<file path="config.mk">
export PLATFORM = sky130hd
export DESIGN_NAME = intrusion_detection_qpn_filter
export DESIGN_NICKNAME = d
export VERILOG_FILES = /design/src/rtl/intrusion_detection_pkg.sv /design/src/rtl/intrusion_detection_qpn_blocklist.sv /design/src/rtl/intrusion_detection_qpn_filter.sv
export SDC_FILE = /design/constraint.sdc
export NUM_CORES = 2
export LEC_CHECK = 0
export ABC_AREA = 0
export BUFFER_PORTS_ARGS = -buffer_cell sky130_fd_sc_hd__clkbuf_2
export CAP_MARGIN = 15
export CORE_AREA = 2 2 470 472
export CTS_CLUSTER_DIAMETER = 150
export DETAILED_ROUTE_END_ITERATION = 12
export DIE_AREA = 0 0 472 474
export HOLD_SLACK_MARGIN = 0.1
export PLACE_DENSITY = 0.48
export SETUP_SLACK_MARGIN = 0.2
export SYNTH_ARGS = -nofsm -noshare
export SYNTH_HDL_FRONTEND = slang
export SYNTH_SLANG_ARGS = --single-unit
export TNS_END_PERCENT = 1
</file>
<file path="constraint.sdc">
create_clock -name nclk -period 61.6 [get_ports nclk]
set_clock_uncertainty 0.05 [all_clocks]
set_input_delay 6.16 -clock nclk [delete_from_list [all_inputs] [get_ports nclk]]
set_output_delay 6.16 -clock nclk [all_outputs]
set_load 0.01 [all_outputs]
</file>
<file path="src/rtl/intrusion_detection_pkg.sv">
// Shared types and RoCE header constants for the intrusion detection path
// (QPN filter and data aggregator).
package intrusion_detection_pkg;

  localparam int unsigned QPN_W  = 24;
  localparam int unsigned DATA_W = 512;
  localparam int unsigned KEEP_W = DATA_W / 8;
  localparam int unsigned OPC_W  = 8;

  typedef logic [QPN_W-1:0]  qpn_t;
  typedef logic [DATA_W-1:0] data_word_t;
  typedef logic [KEEP_W-1:0] data_keep_t;
  typedef logic [OPC_W-1:0]  opcode_t;

  typedef struct packed {
    data_word_t tdata;
    data_keep_t tkeep;
    logic       tlast;
  } axis_beat_t;

  // Header field positions inside the first beat of a packet
  localparam int unsigned OPC_LSB = 224;
  localparam int unsigned QPN_LSB = 264;

  localparam opcode_t OPC_WRITE_FIRST  = 8'h06;
  localparam opcode_t OPC_WRITE_MIDDLE = 8'h07;
  localparam opcode_t OPC_WRITE_LAST   = 8'h08;
  localparam opcode_t OPC_WRITE_ONLY   = 8'h0A;

  function automatic logic is_write_opcode(input opcode_t op);
    return (op == OPC_WRITE_FIRST) || (op == OPC_WRITE_MIDDLE) ||
           (op == OPC_WRITE_LAST)  || (op == OPC_WRITE_ONLY);
  endfunction

endpackage

</file>
<file path="src/rtl/intrusion_detection_qpn_blocklist.sv">
// Fully associative table of blocked QPNs with round-robin replacement when full;
// lookup is combinational against the current (pre-update) table.
module intrusion_detection_qpn_blocklist
  import intrusion_detection_pkg::*;
#(
  parameter int unsigned N_ENTRIES = 16
) (
  input  logic                        clk,
  input  logic                        rst_n,
  input  logic                        flush_i,
  input  logic                        verdict_ok_i,
  input  logic [QPN_W-1:0]            verdict_qpn_i,
  input  logic [QPN_W-1:0]            lookup_qpn_i,
  output logic                        lookup_hit_c,
  output logic [$clog2(N_ENTRIES):0]  occupancy_o
);

  localparam int unsigned IDX_W = $clog2(N_ENTRIES);
  localparam int unsigned OCC_W = IDX_W + 1;

  logic [N_ENTRIES-1:0] valid_q, valid_d;
  qpn_t                 qpn_q [N_ENTRIES];
  qpn_t                 qpn_d [N_ENTRIES];
  logic [IDX_W-1:0]     victim_q, victim_d;
  logic [OCC_W-1:0]     occ_q, occ_d;

  logic [N_ENTRIES-1:0] verdict_match;
  logic [N_ENTRIES-1:0] lookup_match;
  logic                 free_found;
  logic [IDX_W-1:0]     free_idx;

  // Parallel compare for both the verdict QPN and the header lookup QPN
  always_comb begin
    verdict_match = '0;
    lookup_match  = '0;
    free_found    = 1'b0;
    free_idx      = '0;
    for (int unsigned i = 0; i < N_ENTRIES; i++) begin
      verdict_match[i] = valid_q[i] && (qpn_q[i] == verdict_qpn_i);
      lookup_match[i]  = valid_q[i] && (qpn_q[i] == lookup_qpn_i);
      if (!valid_q[i] && !free_found) begin
        free_found = 1'b1;
        free_idx   = IDX_W'(i);
      end
    end
    lookup_hit_c = |lookup_match;
  end

  always_comb begin
    valid_d  = valid_q;
    qpn_d    = qpn_q;
    victim_d = victim_q;
    occ_d    = '0;
    if (flush_i) begin
      valid_d  = '0;
      victim_d = '0;
    end else if (verdict_qpn_i != '0) begin
      if (!verdict_ok_i && (verdict_match == '0)) begin
        if (free_found) begin
          valid_d[free_idx] = 1'b1;
          qpn_d[free_idx]   = verdict_qpn_i;
        end else begin
          qpn_d[victim_q] = verdict_qpn_i;
          victim_d        = victim_q + IDX_W'(1);
        end
      end else if (verdict_ok_i) begin
        valid_d = valid_q & ~verdict_match;
      end
    end
    for (int unsigned i = 0; i < N_ENTRIES; i++) begin
      occ_d = occ_d + OCC_W'(valid_d[i]);
    end
  end

  always_ff @(posedge clk) begin
    if (!rst_n) begin
      valid_q  <= '0;
      victim_q <= '0;
      occ_q    <= '0;
    end else begin
      valid_q  <= valid_d;
      victim_q <= victim_d;
      occ_q    <= occ_d;
    end
  end

  // QPN payload needs no reset: entries are qualified by valid_q
  always_ff @(posedge clk) begin
    qpn_q <= qpn_d;
  end

  assign occupancy_o = occ_q;

endmodule

</file>
<file path="src/rtl/intrusion_detection_qpn_filter.sv">
// Drops RDMA WRITE packets whose destination QPN is on the blocklist; all other
// traffic passes through a single output register stage.
module intrusion_detection_qpn_filter
  import intrusion_detection_pkg::*;
#(
  parameter int unsigned N_ENTRIES = 16,
  parameter int unsigned CNT_BITS  = 32
) (
  input  logic                        nclk,
  input  logic                        nresetn,
  input  logic [DATA_W-1:0]           s_axis_rx_tdata,
  input  logic [KEEP_W-1:0]           s_axis_rx_tkeep,
  input  logic                        s_axis_rx_tlast,
  input  logic                        s_axis_rx_tvalid,
  output logic                        s_axis_rx_tready,
  output logic [DATA_W-1:0]           m_axis_rx_tdata,
  output logic [KEEP_W-1:0]           m_axis_rx_tkeep,
  output logic                        m_axis_rx_tlast,
  output logic                        m_axis_rx_tvalid,
  input  logic                        m_axis_rx_tready,
  input  logic                        acceptable_traffic_i,
  input  logic [QPN_W-1:0]            qpn_traffic_i,
  input  logic                        flush_i,
  output logic [CNT_BITS-1:0]         drop_count_o,
  output logic [$clog2(N_ENTRIES):0]  blocked_entries_o
);

  localparam logic [1:0] ST_HEADER = 2'd0;
  localparam logic [1:0] ST_FWD    = 2'd1;
  localparam logic [1:0] ST_DROP   = 2'd2;

  logic [1:0]          state_q, state_d;
  axis_beat_t          out_q, out_d;
  logic                out_valid_q, out_valid_d;
  logic [CNT_BITS-1:0] drop_cnt_q, drop_cnt_d;

  logic    accept_c;
  logic    hit_c;
  logic    hdr_drop_c;
  logic    fwd;
  opcode_t hdr_opcode_c;
  qpn_t    hdr_qpn_c;

  assign s_axis_rx_tready = nresetn && (!out_valid_q || m_axis_rx_tready);
  assign accept_c         = s_axis_rx_tvalid && s_axis_rx_tready;
  assign hdr_opcode_c     = s_axis_rx_tdata[OPC_LSB +: OPC_W];
  assign hdr_qpn_c        = s_axis_rx_tdata[QPN_LSB +: QPN_W];
  assign hdr_drop_c       = is_write_opcode(hdr_opcode_c) && hit_c;

  intrusion_detection_qpn_blocklist #(
    .N_ENTRIES (N_ENTRIES)
  ) u_blocklist (
    .clk           (nclk),
    .rst_n         (nresetn),
    .flush_i       (flush_i),
    .verdict_ok_i  (acceptable_traffic_i),
    .verdict_qpn_i (qpn_traffic_i),
    .lookup_qpn_i  (hdr_qpn_c),
    .lookup_hit_c  (hit_c),
    .occupancy_o   (blocked_entries_o)
  );

  // Per-packet verdict is taken on the header beat and held until tlast
  always_comb begin
    state_d     = state_q;
    out_d       = out_q;
    out_valid_d = out_valid_q;
    drop_cnt_d  = drop_cnt_q;
    fwd         = 1'b0;
    if (out_valid_q && m_axis_rx_tready) begin
      out_valid_d = 1'b0;
    end
    if (accept_c) begin
      case (state_q)
        ST_HEADER: begin
          if (hdr_drop_c) begin
            if (drop_cnt_q != '1) begin
              drop_cnt_d = drop_cnt_q + CNT_BITS'(1);
            end
            state_d = s_axis_rx_tlast ? ST_HEADER : ST_DROP;
          end else begin
            fwd     = 1'b1;
            state_d = s_axis_rx_tlast ? ST_HEADER : ST_FWD;
          end
        end
        ST_FWD: begin
          fwd = 1'b1;
          if (s_axis_rx_tlast) state_d = ST_HEADER;
        end
        ST_DROP: begin
          if (s_axis_rx_tlast) state_d = ST_HEADER;
        end
        default: state_d = ST_HEADER;
      endcase
    end
    if (fwd) begin
      out_d.tdata = s_axis_rx_tdata;
      out_d.tkeep = s_axis_rx_tkeep;
      out_d.tlast = s_axis_rx_tlast;
      out_valid_d = 1'b1;
    end
  end

  always_ff @(posedge nclk) begin
    if (!nresetn) begin
      state_q     <= ST_HEADER;
      out_valid_q <= 1'b0;
      drop_cnt_q  <= '0;
    end else begin
      state_q     <= state_d;
      out_valid_q <= out_valid_d;
      drop_cnt_q  <= drop_cnt_d;
    end
  end

  always_ff @(posedge nclk) begin
    out_q <= out_d;
  end

  assign m_axis_rx_tdata  = out_q.tdata;
  assign m_axis_rx_tkeep  = out_q.tkeep;
  assign m_axis_rx_tlast  = out_q.tlast;
  assign m_axis_rx_tvalid = out_valid_q;
  assign drop_count_o     = drop_cnt_q;

endmodule

</file>
==> results_dict.tcl <==
set metrics [dict create \
    outcome "finished, final reports clean" \
    dp_worst_setup_slack_ns 48.24 \
    grt_max_degree 138 \
    cp.arrival_ns 7.17 \
    numCtsBuffers 132 \
    yosysTopAreaCellShare_pct 64.4 \
    clk_pin_slew_ns 0.06 \
    clockBufferDepth 3 \
    vias_per_cell 4.65 \
    syn_nets 3723 \
    worst_slack_ns 48.22 \
    hold_viol 0 \
    die_area_um2 224000 \
    crit_type "in2out" \
    p_int_mw 1.30 \
    clockPowerShare_pct 44.8 \
    wire_per_inst_um 45.7 \
    syn_area_um2 44800 \
    p_per_area_nw_per_um2 30.5 \
    rsz0062_at_grt "false" \
    required_ns 55.39 \
    synth_most_common_cell "edfxtp_1" \
    cp-start-kind "primary input" \
    drive_above_1_share_pct 34.6 \
    total_power_mw 1.81 \
    grt_usage_pct 29.9 \
    synth_edf_count 961 \
    setup_violations 0 \
    max-vdd-ir-drop_v 0.0000294 \
    areaGrowthSynthToFinish_pct 32.1 \
    cpPeakStageDelay_ns 0.40 \
    combPwrFrac_pct 10.2 \
    cts_setup_buffers 0 \
    crit_family "simple AND/OR/NAND/NOR gates" \
    vias 35100 \
    synth_seq_area_share_pct 67.0 \
    multiInputGateArea_um2 13600 \
    synth_top_area_cell "edfxtp_1" \
    swShare_pct 28.3 \
    ioPinCount 1223 \
    drtIter0Drc 5095 \
    timing.hold.ws_ns 0.426 \
    core_area_um2 219000 \
    firstDrtPassIters 6 \
    die_h_um 474 \
    p_leak_nw 21.2 \
    synth_common_cells "961 x edfxtp_1, 430 x xor2_1, 337 x xnor2_1" \
    yosysWarnings 0 \
    drv_cap 0 \
    setup_tns_ns 0 \
    row_count 172 \
    seq_area_um2 30100 \
    dp.cells 7078 \
    switchingPower_mw 0.512 \
    ant_nets 0 \
    grt_first_pass_wirelength_mm 414 \
    synth.avg_cell_area_um2 14.5 \
    htree_num_levels 4 \
    overflow 0 \
    clock_sinks 1021 \
    synth_cells 3094 \
    insertion_delay_ns 0.83 \
    synth-seq-cells 1021 \
    start_util_pct 20.5 \
    slowest_stage "and2_1" \
    fillCellCount 22800 \
    async_reset_ff_share_pct 0 \
    dieWidth_um 472 \
    dp_hpwl_mm 283 \
    min_path_type "reg2reg" \
    place_congestion 0.999 \
    crit_top_cell "clkbuf_2" \
    seq_power_share_pct 45.0 \
    max-slew-margin-rel_pct 28.7 \
    fmaxAchievable_ghz 0.0747 \
    tightestPinTransition_ns 1.07 \
    report.final.slew_viol_count 0 \
    stdcell_count 7547 \
    synth.area.top_cells "edfxtp_1 64%, xor2_1 8.4%, xnor2_1 6.6%" \
    path_cells "clkbuf_2, nand2b_1, and2_1, clkbuf_2" \
    first_global_vias 31700 \
    cts_root_buf "clkbuf_16" \
    post-route-period-util_pct 21.7 \
    critPathBufInv 2 \
    critPathCaptureType "output pin" \
    portBuffers 1222 \
    hold_buffers 0 \
    cts_resized 0 \
    ys.flop_type "edfxtp_1" \
    antenna_found_initial 222 \
    critPathMaxFanout 3 \
    cts_tree "built" \
    synth_cell_types 61 \
    drc 0 \
    period_needed_ns 13.38 \
    wl_mm 345 \
    final_nets 4970 \
]
==> path summary, 6_finish.rpt <==
check | cells past startpoint | slack (ns) | start | to
hold / removal | 2 | 0.43 | drop_count_o[10] | drop_count_o[10]
setup reg to reg | 20 | 55.01 | u_blocklist.qpn_q[314] | u_blocklist.occupancy_o[2]
hold reg to reg | 2 | 0.43 | drop_count_o[10] | drop_count_o[10]
setup / recovery | 4 | 48.22 | m_axis_rx_tready | s_axis_rx_tready
==> worst register-to-register path: stages (launching register included) <==
cell and delay (ns):
edfxtp_1 0.43, xor2_1 0.20, nor4_1 0.08, nand4_1 0.25
o22ai_1 0.16, or4_1 0.61, or4_1 0.45, buf_4 0.26
or2_1 0.27, a211oi_1 0.27, ha_1 0.28, inv_1 0.09
fa_1 0.43, fa_1 0.51, fa_1 0.42, fa_1 0.50
inv_1 0.05, fa_1 0.41, fa_1 0.48, xnor2_1 0.20
nor2_1 0.06
==> kinds of logic (layout without fill, tap and decap cells) <==
kind of cell | Yosys count | after routing | synth area share [%]
AO/OA/AOI/OAI | 114 | 114 | 1.85
XOR/XNOR | 767 | 767 | 15.0
adder cells (fa/ha/maj) | 22 | 22 | 0.781
buffers and inverters | 233 | 1585 | 2.88
flip-flops | 1021 | 1021 | 67.0
multiplexers | 11 | 11 | 0.246
other | 0 | 230 | 0
AND/OR/NAND/NOR | 926 | 926 | 12.2
==> sequential cells by signal (all words and copies together) (netlist names) <==
name	flops
m_axis_rx_tdata	512
m_axis_rx_tvalid	1
state_q	2
m_axis_rx_tkeep	64
u_blocklist.valid_q	16
u_blocklist.victim_q	4
u_blocklist.occupancy_o	5
m_axis_rx_tlast	1
u_blocklist.qpn_q	384
drop_count_o	32
==> per-layer routing <==
metal	up-vias	track usage [%]	wire [um]
li1	13900	-	-
met1	17900	38.3	141000
met2	2702	44.7	148000
met3	546	13.6	42800
met4	52	8.80	12800
met5	-	0	378
==> layout make-up <==
| type | instances | area share [%] |
|---|---|---|
| well taps | 2871 | 6.07 |
| clock buffers | 166 | 6.00 |
| repair buffers | 1316 | 11.5 |
| flip-flops and latches | 1021 | 50.8 |
| inverters | 30 | 0.190 |
| diodes | 230 | 0.972 |
| clock inverters | 73 | 1.50 |
| multi-input cells | 1840 | 23.0 |
==> power groups by stage <==
| stage | registers (mW) | clock network [mW] | logic (mW) |
|---|---|---|---|
| after floorplan | 0.863 | 0 | 0.0529 |
| after global placement | 0.826 | 0 | 0.182 |
| after detailed placement | 0.826 | 0 | 0.182 |
| after CTS | 0.812 | 0.825 | 0.183 |
| after global routing | 0.813 | 0.847 | 0.188 |
| final | 0.813 | 0.811 | 0.184 |
==> layout by cell type (no fill, tap or decap), types with 9 or more instances in the layout <==
master / instances
edfxtp_1: 961
inv_1: 29
ha_1: 12
and2_1: 179
nand2b_1: 26
o311ai_0: 9
buf_4: 94
nand2_1: 72
o31ai_1: 14
nand4_1: 129
xnor2_1: 337
clkbuf_8: 10
or4_1: 11
clkinv_2: 20
clkinv_1: 24
clkbuf_16: 133
diode_2: 230
clkbuf_1: 23
nor3_2: 9
xor2_1: 430
mux2i_1: 11
bufinv_16: 12
fa_1: 10
nor4_1: 143
o41ai_1: 13
nor2b_1: 219
dfxtp_1: 60
nor2_1: 34
a21oi_1: 24
clkbuf_2: 1212
nand3_1: 38
buf_2: 9
nor3_1: 33
==> per-stage QoR <==
step	cell area (um2)	utilization, %
2_1_floorplan	44800	-
3_3_place_gp	54200	24.8
3_5_place_dp	54200	24.8
4_1_cts	58700	26.8
5_1_grt	58800	26.9
6_report	59200	27.1
No activity file was read; power rests on OpenSTA's default activity.
